**src/rtl/mont_pkg.sv**
```systemverilog
// Shared constants for the radix-2 Montgomery sequencing front end and kernel:
// default operand/word widths, FSM state encodings and the word-count helper.
package mont_pkg;

  localparam int DW_DEF = 6;
  localparam int W_DEF  = 3;

  typedef logic [2:0] state_t;

  localparam state_t ST_IDLE   = 3'd0;
  localparam state_t ST_ITER   = 3'd1;
  localparam state_t ST_REDUCE = 3'd2;
  localparam state_t ST_SELECT = 3'd3;
  localparam state_t ST_DONE   = 3'd4;

  function automatic int ceil_div(input int a, input int b);
    return (a + b - 1) / b;
  endfunction

endpackage

```
**src/rtl/mont_word_alu.sv**
```systemverilog
// One word slice of the Montgomery S update: {cout, sum} = s + xi*y + q*m + cin.
// Purely combinational; the carry can reach 2, hence two carry bits.
module mont_word_alu
  import mont_pkg::*;
#(
  parameter int WORD_W = W_DEF
) (
  input  logic [WORD_W-1:0] s_i,
  input  logic [WORD_W-1:0] y_i,
  input  logic [WORD_W-1:0] m_i,
  input  logic              xi_i,
  input  logic              q_i,
  input  logic [1:0]        cin_i,
  output logic [WORD_W-1:0] sum_o,
  output logic [1:0]        cout_o
);

  logic [WORD_W+1:0] acc;

  // Widen every addend to WORD_W+2 bits so the three-operand sum plus carry cannot overflow.
  always_comb begin
    acc = (WORD_W+2)'(s_i)
        + (xi_i ? (WORD_W+2)'(y_i) : '0)
        + (q_i  ? (WORD_W+2)'(m_i) : '0)
        + (WORD_W+2)'(cin_i);
  end

  assign sum_o  = acc[WORD_W-1:0];
  assign cout_o = acc[WORD_W+1:WORD_W];

endmodule

```
**src/rtl/mont_seq_driver.sv**
```systemverilog
// Radix-2 Montgomery sequencer: accepts X, Y, M, consumes one bit of X per
// iteration (LSB first), updates S one word per cycle and returns
// Z = X*Y*2^-DATA_W mod M. Build option MONT_FINAL_SUB_EN adds the REDUCE and
// SELECT phases that fold S from [0, 2M) into [0, M); without it the raw S is
// returned for chained operations.
module mont_seq_driver
  import mont_pkg::*;
#(
  parameter int DATA_W = DW_DEF,
  parameter int WORD_W = W_DEF
) (
  input  logic              clk,
  input  logic              rst,
  input  logic              in_valid,
  output logic              in_ready,
  input  logic [DATA_W-1:0] X,
  input  logic [DATA_W-1:0] Y,
  input  logic [DATA_W-1:0] M,
  output logic              out_valid,
  input  logic              out_ready,
  output logic [DATA_W:0]   Z,
  output logic              busy
);

  localparam int E  = ceil_div(DATA_W + 1, WORD_W);
  localparam int EW = E * WORD_W;
  localparam int IW = $clog2(DATA_W + 1);
  localparam int JW = $clog2(E + 1);
  localparam logic [IW-1:0] I_LAST = IW'(DATA_W - 1);
  localparam logic [JW-1:0] J_LAST = JW'(E - 1);

  state_t            st_q, st_d;
  logic [IW-1:0]     i_q;
  logic [JW-1:0]     j_q;
  logic [DATA_W-1:0] xsh_q;
  logic [EW-1:0]     y_q, m_q, s_q;
  logic [WORD_W-1:0] tprev_q;
  logic              q_q;
  logic [1:0]        c_q;

  int                jx, jm1;
  logic              j_first, j_last, xi, q_cur;
  logic [1:0]        cin;
  logic [WORD_W-1:0] s_w, y_w, m_w, alu_sum;
  logic [1:0]        alu_cout;

`ifdef MONT_FINAL_SUB_EN
  logic [EW-1:0]     d_q;
  logic              b_q;
  logic [WORD_W:0]   diff;
`endif

  // Word selection and per-word control: q is formed at word 0 and held for the rest of the iteration.
  always_comb begin
    jx      = int'(j_q);
    jm1     = (jx == 0) ? 0 : jx - 1;
    j_first = (j_q == '0);
    j_last  = (j_q == J_LAST);
    xi      = xsh_q[0];
    s_w     = s_q[jx*WORD_W +: WORD_W];
    y_w     = y_q[jx*WORD_W +: WORD_W];
    m_w     = m_q[jx*WORD_W +: WORD_W];
    q_cur   = j_first ? (s_w[0] ^ (xi & y_w[0])) : q_q;
    cin     = j_first ? 2'b00 : c_q;
  end

  mont_word_alu #(.WORD_W(WORD_W)) u_alu (
    .s_i   (s_w),
    .y_i   (y_w),
    .m_i   (m_w),
    .xi_i  (xi),
    .q_i   (q_cur),
    .cin_i (cin),
    .sum_o (alu_sum),
    .cout_o(alu_cout)
  );

`ifdef MONT_FINAL_SUB_EN
  // Inline word subtractor for S - M; the top bit of the extended difference is the borrow out.
  always_comb begin
    diff = {1'b0, s_w} - {1'b0, m_w} - (WORD_W+1)'(j_first ? 1'b0 : b_q);
  end
`endif

  // Next-state logic of the operation sequencer.
  always_comb begin
    st_d = st_q;
    case (st_q)
      ST_IDLE: if (in_valid) st_d = ST_ITER;
      ST_ITER: if (j_last && (i_q == I_LAST)) begin
`ifdef MONT_FINAL_SUB_EN
        st_d = ST_REDUCE;
`else
        st_d = ST_DONE;
`endif
      end
`ifdef MONT_FINAL_SUB_EN
      ST_REDUCE: if (j_last) st_d = ST_SELECT;
      ST_SELECT: st_d = ST_DONE;
`endif
      ST_DONE: if (out_ready) st_d = ST_IDLE;
      default: st_d = ST_IDLE;
    endcase
  end

  // State register and iteration/word counters.
  always_ff @(posedge clk) begin
    if (rst) begin
      st_q <= ST_IDLE;
      i_q  <= '0;
      j_q  <= '0;
    end else begin
      st_q <= st_d;
      case (st_q)
        ST_IDLE: if (in_valid) begin
          i_q <= '0;
          j_q <= '0;
        end
        ST_ITER: if (j_last) begin
          j_q <= '0;
          i_q <= i_q + IW'(1);
        end else begin
          j_q <= j_q + JW'(1);
        end
`ifdef MONT_FINAL_SUB_EN
        ST_REDUCE: j_q <= j_last ? '0 : j_q + JW'(1);
`endif
        default: ;
      endcase
    end
  end

  // Operand latches and word-to-word carry/quotient state; no reset needed as each is loaded before use.
  always_ff @(posedge clk) begin
    case (st_q)
      ST_IDLE: if (in_valid) begin
        xsh_q <= X;
        y_q   <= {{(EW-DATA_W){1'b0}}, Y};
        m_q   <= {{(EW-DATA_W){1'b0}}, M};
      end
      ST_ITER: begin
        tprev_q <= alu_sum;
        c_q     <= alu_cout;
        if (j_first) q_q <= q_cur;
        if (j_last) xsh_q <= xsh_q >> 1;
      end
`ifdef MONT_FINAL_SUB_EN
      ST_REDUCE: begin
        d_q[jx*WORD_W +: WORD_W] <= diff[WORD_W-1:0];
        b_q                      <= diff[WORD_W];
      end
`endif
      default: ;
    endcase
  end

  // S accumulator: each word result is stored shifted right by one, pulling the low bit of the next word.
  always_ff @(posedge clk) begin
    if (rst) begin
      s_q <= '0;
    end else begin
      case (st_q)
        ST_IDLE: if (in_valid) s_q <= '0;
        ST_ITER: begin
          if (!j_first) s_q[jm1*WORD_W +: WORD_W] <= {alu_sum[0], tprev_q[WORD_W-1:1]};
          if (j_last)   s_q[jx*WORD_W +: WORD_W]  <= {alu_cout[0], alu_sum[WORD_W-1:1]};
        end
`ifdef MONT_FINAL_SUB_EN
        ST_SELECT: if (!b_q) s_q <= d_q;
`endif
        default: ;
      endcase
    end
  end

  // S < 2M keeps the top carry at most 1; a larger carry means an operand violated Y < M or odd M.
  always_ff @(posedge clk) begin
    if (!rst && (st_q == ST_ITER) && j_last) assert (alu_cout <= 2'd1);
  end

  assign in_ready  = (st_q == ST_IDLE);
  assign busy      = (st_q != ST_IDLE);
  assign out_valid = (st_q == ST_DONE);
  assign Z         = out_valid ? s_q[DATA_W:0] : '0;

endmodule

```
**config.mk**
```make
export PLATFORM = sky130hd
export DESIGN_NAME = mont_seq_driver
export DESIGN_NICKNAME = d
export VERILOG_FILES = /design/src/rtl/mont_pkg.sv /design/src/rtl/mont_word_alu.sv /design/src/rtl/mont_seq_driver.sv
export SDC_FILE = /design/constraint.sdc
export NUM_CORES = 1
export LEC_CHECK = 0
export CAP_MARGIN = 20
export CORE_ASPECT_RATIO = 0.75
export CORE_MARGIN = 2
export CORE_UTILIZATION = 60
export CTS_CLUSTER_SIZE = 16
export DETAILED_ROUTE_END_ITERATION = 12
export PLACE_DENSITY = 0.9
export SLEW_MARGIN = 10
export SYNTH_ARGS = -nofsm -noshare
export SYNTH_HDL_FRONTEND = slang
export SYNTH_HIERARCHICAL = 1
export SYNTH_SLANG_ARGS = --single-unit
```
**constraint.sdc**
```tcl
create_clock -name clk -period 7 [get_ports clk]
set_input_delay 1.4 -clock clk [delete_from_list [all_inputs] [get_ports clk]]
set_output_delay 1.4 -clock clk [all_outputs]
set_load 0.02 [all_outputs]
```
### Word-level counts from Yosys, hierarchy flattened

Cells that the tools add are included.

| cells by class | value |
|---|---|
| $add $sub $neg | 8 |
| multipliers | 2 |
| eq/ne operators | 8 |
| shift operators | 7 |
| mux-type cells | 27 |
| bitwise operators | 2 |
| reduce and logical (&&, ||, !) cells | 11 |

Operators by type and width:

| operator | number |
|---|---|
| $shiftx A9 B32 Y3 | 3 |
| $shift A3 B33 Y9 const A | 2 |
| $shiftx A3 B33 Y9 | 2 |
| $mux W9 | 5 |
| $neg A32 Y33 | 1 |
| $neg A4 Y33 | 1 |
| $mul A32 B3 Y32 const B | 1 |
| $mux W32 | 1 |
| $mux W3 | 7 |
| $bwmux W9 | 2 |
| $pmux W9 S2 | 1 |
| $mux W6 | 2 |
| $pmux W6 S2 | 1 |
| $pmux W3 S3 | 1 |
| $mux W7 | 1 |
| $eq A3 B3 Y1 const B | 2 |
| $mux W2 | 3 |
| $ne A2 B2 Y1 const B | 3 |
| $pmux W3 S2 | 1 |
| $reduce_and A2 Y1 | 3 |
| $reduce_and A3 Y1 | 2 |
| $add A3 B5 Y5 | 1 |
| $add A5 B2 Y5 | 1 |
| $add A5 B5 Y5 | 1 |
| 16 further kinds | 17 |

| word-level totals | value |
|---|---|
| bits in registers | 41 |
| input port bits | 22 |
| output and inout bits | 10 |

### Logic depth before layout (Yosys ltp)

| logic depth | value |
|---|---|
| depth in word-level cells | 16 |
| gate-level depth with buffers | 16 |
| depth with buffers taken out | 15 |

### Cells and area by module

Netlist, hierarchy kept.

Modules (own cells, without submodules):

| module | instances | cells each | area an instance (µm²) | seq. area each (µm²) |
|---|---|---|---|---|
| mont_seq_driver | 1 | 241 | 2333.5 | 1011.0 |
| mont_word_alu | 1 | 31 | 251.5 | 0.0 |

### Worst setup path before layout

Ideal clock, no wire load.

| timing path | value |
|---|---|
| path type | flip-flop to flip-flop |
| start | register j_q[0] |
| end | register s_q[2] |
| library setup time | 0.125 ns |
| data arrival time | 3.619 ns |
| setup slack | 3.256 ns |
| cell stages (with the launch flop) | 15 |
| cell sequence | dfxtp_1 clkbuf_1 buf_1 mux2i_1 o22ai_1 inv_1 fa_1 fa_1 inv_1 ha_1 fa_1 xor2_1 a21o_1 a31oi_1 o22ai_1 |

| on the way | value |
|---|---|
| elaborated cells on any way between the ends | 32 |
| classes of those cells | add/sub (6); mul (2); eq/ne (1); shift (7); mux (12); bitwise (2); reduce/logical (2) |

RTL lines:

| element | RTL line | text |
|---|---|---|
| start: declaration | mont_seq_driver.sv:34 | `logic [JW-1:0] j_q;` |
| start signal: assignment | mont_seq_driver.sv:123 | `j_q <= j_q + JW'(1);` |
| $mul A2 B2 Y4 | mont_seq_driver.sv:60 | `s_w = s_q[jx*WORD_W +: WORD_W];` |
| $shiftx A9 B32 Y3 | mont_seq_driver.sv:60 |  |
| named net s_w[1] | mont_seq_driver.sv:44 | `logic [WORD_W-1:0] s_w, y_w, m_w, alu_sum;` |
| $add A3 B5 Y5 | mont_word_alu.sv:23 | `+ (xi_i ? (WORD_W+2)'(y_i) : '0)` |
| $add A5 B5 Y5 | mont_word_alu.sv:24 | `+ (q_i ? (WORD_W+2)'(m_i) : '0)` |
| $add A5 B2 Y5 | mont_word_alu.sv:25 | `+ (WORD_W+2)'(cin_i);` |
| named net alu_cout[0] | mont_seq_driver.sv:45 | `logic [1:0] alu_cout;` |
| $shiftx A3 B33 Y9 | mont_seq_driver.sv:166 | `if (j_last) s_q[jx*WORD_W +: WORD_W] <= {alu_cout[0], alu_sum[WORD_W-1:1]};` |
| $bwmux W9 | mont_seq_driver.sv:166 |  |
| $mux W9 | mont_seq_driver.sv:166 |  |
| $pmux W9 S2 | mont_seq_driver.sv:162 | `case (st_q)` |
| end signal: indexed assignment | mont_seq_driver.sv:165 | `if (!j_first) s_q[jm1*WORD_W +: WORD_W] <= {alu_sum[0], tprev_q[WORD_W-1:1]};` |
| end signal: indexed assignment | mont_seq_driver.sv:166 |  |
| end: declaration | mont_seq_driver.sv:36 | `logic [EW-1:0] y_q, m_q, s_q;` |

The timed path passes the listed nets, and every way through them passes these cells. The select of a mux whose other input is x is not followed.
A chain may end at the register's enable or synchronous reset.

### Worst setup path after layout

| timing path | value |
|---|---|
| start | register j_q[1] |
| end | register s_q[5] |

| on the way | value |
|---|---|
| elaborated cells on any way between the ends | 32 |
| classes of those cells | add/sub (6); mul (2); eq/ne (1); shift (7); mux (12); bitwise (2); reduce/logical (2) |

RTL lines:

| element | RTL line | text |
|---|---|---|
| $logic_not A2 Y1 | mont_seq_driver.sv:57 | `j_first = (j_q == '0);` |
| $mux W2 | mont_seq_driver.sv:64 | `cin = j_first ? 2'b00 : c_q;` |
| named net cin[1] | mont_seq_driver.sv:43 | `logic [1:0] cin;` |
| $add A5 B2 Y5 | mont_word_alu.sv:25 |  |
| named net alu_cout[0] | mont_seq_driver.sv:45 |  |
| $shiftx A3 B33 Y9 | mont_seq_driver.sv:166 |  |
| $bwmux W9 | mont_seq_driver.sv:166 |  |
| $mux W9 | mont_seq_driver.sv:166 |  |
| $pmux W9 S2 | mont_seq_driver.sv:162 |  |

The timed path passes the listed nets, and every way through them passes these cells. The select of a mux whose other input is x is not followed.

==> results.py <==
metrics = {
    "place": {
        "place_hpwl_um": 4360,
        "placement.io_buffers": 31,
        "dp_slack_ns": 3.11,
        "dp_cells": 351,
        "gp_congestion": 0.930,
    },
    "clocking": {
        "htreeDepth": 2,
        "clk_latency_ns": 0.30,
        "numCtsBuffers": 5,
        "clock-sinks": 39,
        "post-cts-setup-buffers": 0,
        "cts_tree": "built",
        "hold_buffers": 0,
        "cts-root-buf": "clkbuf_8",
        "clock_path_buffers": 2,
        "path_clk_slew_ns": 0.08,
        "cts-resized-gates": 0,
    },
    "setup_path": {
        "start_kind": "flop",
        "required_ns": 7.23,
        "cp_cell_sequence": "inv_1, ha_1, nor2b_1, inv_1, fa_1, fa_1, inv_1, ha_1, fa_1, xor2_1, nand3_1, nor2_1, a21oi_1, o21ai_0",
        "worstPathArrival_ns": 4.25,
        "end_kind": "flop",
        "cp_max_fo": 18,
        "slowest_delay_ns": 0.71,
        "critPathKind": "flop to flop",
        "cp_slowest_cell": "dfxtp_1",
    },
    "timing": {
        "hold_viol": 0,
        "setup_viol": 0,
        "fin_ws_ns": 2.98,
        "clock.fmax_mhz": 249,
        "worst_clock_skew_ns": 0.00834,
        "period_minus_slack_ns": 4.02,
        "slew_headroom_pct": 53.7,
        "tns_ns": 0,
        "rsz0062_at_grt": "no",
        "worst_slew_pin_slew_ns": 0.694,
        "drv_slew": 0,
        "timing.final.crit_share_pct": 57.4,
    },
    "synthesis": {
        "ys_async_sr_fraction_pct": 0,
        "synth_seq_area_share_pct": 39.1,
        "synthCells": 272,
        "synth_edf_count": 23,
        "yosysUniqueCellTypes": 50,
        "synth_warnings": 6,
        "avgSynthCellArea_um2": 9.50,
        "ys_seq_elements": 39,
        "netlist_area_um2": 2580,
        "synth_top_area_share_pct": 26.7,
        "synth_area_leaders": "edfxtp_1, dfxtp_1, ha_1",
        "ys.flop_type": "edfxtp_1",
        "synth_area_leader_cell": "edfxtp_1",
    },
    "final_layout": {
        "area_delta_synth_final_pct": 18.9,
        "fin_cells": 359,
        "antennaDiodeCount": 0,
        "regArea_um2": 1010,
        "nets": 351,
        "drive_gt1_share_pct": 7.24,
        "fillers": 284,
        "multi_input_area_um2": 1440,
    },
    "power_and_ir_drop": {
        "p_leak_nw": 1.23,
        "ir_worst_vdd_v": 0.000202,
        "power_density_nw_per_um2": 193,
        "total_power_uw": 594,
    },
    "routing": {
        "firstDrtPassIters": 7,
        "first_iter_violations": 302,
        "wirelength_um": 6020,
        "viasPerCell": 6.11,
        "ant_nets": 0,
        "drc": 0,
        "num_vias": 2192,
        "drt-wirelength-per-cell_um": 16.8,
    },
    "min_path": {
        "min_path_type": "flop to flop",
    },
    "run": {
        "drv_cap": 0,
    },
    "global_route": {
        "grt-ovfl-total": 0,
        "grt_usage_pct": 26.7,
        "antenna_found_initial": 0,
        "grt_pass1_vias": 2112,
        "grt_pass1_wl_um": 9630,
        "grt_max_degree": 21,
    },
    "floorplanning": {
        "die_w_um": 79.8,
        "start_util_pct": 63.0,
        "dieArea_um2": 4850,
        "ios": 32,
        "core_area_um2": 4100,
        "die_y_um": 60.8,
        "rows": 20,
    },
    "status": {
        "status": "completed",
    },
}
## critical path, delay by kind of cell (launching register included)
kind	cells	cell delay [ns]
AND/OR/NAND/NOR	3	0.43
adder cells (fa/ha/maj)	5	2.02
XOR/XNOR	1	0.33
buffers and inverters	3	0.26
AO/OA/AOI/OAI	2	0.20
flip-flops	1	0.71
## power by group
| part | leakage (nW) | switching, mW | total [mW] | internal [mW] |
|---|---|---|---|---|
| Sequential | 0.350 | 0.00613 | 0.264 | 0.258 |
| Combinational | 0.816 | 0.0584 | 0.102 | 0.0434 |
| Clock | 0.0644 | 0.0857 | 0.228 | 0.142 |
| Total | 1.23 | 0.150 | 0.594 | 0.443 |
## cells in the mapped netlist (all sizes together), types with 5 or more instances
| library cell | instances |
|---|---|
| nor2b | 7 |
| a31oi | 5 |
| a21oi | 12 |
| ha | 21 |
| nor2 | 22 |
| mux2 | 8 |
| mux2i | 9 |
| nand2 | 28 |
| nand2b | 7 |
| fa | 5 |
| clkbuf | 10 |
| edfxtp | 23 |
| and2 | 11 |
| inv | 24 |
| o21ai | 6 |
| nand3 | 6 |
| dfxtp | 16 |
## stage by stage
stage	hold slack, ns	area [um^2]	util [%]
after global placement	0.481	2940	71.6
after detailed placement	0.493	2940	71.6
after global routing	0.544	3070	74.9
after floorplan	0.449	2600	-
final	0.511	3070	74.9
after CTS	0.506	3070	74.9
## layer usage
metal / global-route usage [%] / share of wire [%]
met3: 7.74 / 9.1
met2: 43.5 / 46
met5: 0 / 0
met4: 12.8 / 2.5
met1: 33.6 / 42
## kinds of logic (layout without fill, tap and decap cells)
group / after synthesis / in the layout / share of synthesized area (%)
AOI/OAI and AO/OA: 51 / 51 / 13.7
other: 1 / 5 / 0.145
adders and majority gates: 26 / 26 / 14.0
DFF: 39 / 39 / 39.1
xor gates and xnor gates: 4 / 4 / 1.36
and+or+nand+nor: 97 / 97 / 19.0
muxes: 17 / 17 / 6.97
buffers and inverters: 37 / 65 / 5.66
## registers in the layout, indices dropped and copies added (netlist names)
name     cells
xsh_q        6
s_q          9
m_q          6
tprev_q      2
y_q          6
i_q          3
st_q         2
q_q          1
j_q          2
c_q          2
## layout make-up
cell class / instances / share of cell area, %
clock buffers: 5 / 2.24
clock inverters: 3 / 2.20
inverters: 24 / 2.93
multi-input cells: 200 / 46.9
flip-flops and latches: 39 / 32.9
well taps: 55 / 2.24
repair buffers: 33 / 10.6
## path summary, 6_finish.rpt
check,startpoint,end,slack (ns),cells past startpoint
worst max-delay path,j_q[1],s_q[5],2.98,14
worst min-delay path,s_q[4],s_q[4],0.51,2
worst max register to register,j_q[1],s_q[5],2.98,14
worst min register to register,s_q[4],s_q[4],0.51,2
## placed cells by master, fill, tap and decap left out, drive strengths merged, types with 4 or more instances in the layout
| cell | Yosys | routed |
|---|---|---|
| clkbuf | 10 | 5 |
| o21ai | 6 | 6 |
| clkdlybuf4s50 | 0 | 31 |
| nand3 | 6 | 6 |
| and2 | 11 | 11 |
| inv | 24 | 24 |
| a31oi | 5 | 5 |
| o211ai | 4 | 4 |
| mux2i | 9 | 9 |
| nor2 | 22 | 22 |
| conb | 1 | 5 |
| fa | 5 | 5 |
| mux2 | 8 | 8 |
| nand2b | 7 | 7 |
| a21oi | 12 | 12 |
| nor2b | 7 | 7 |
| dfxtp | 16 | 16 |
| nand2 | 28 | 28 |
| ha | 21 | 21 |
| edfxtp | 23 | 23 |
(Power assumes the default switching activity.)
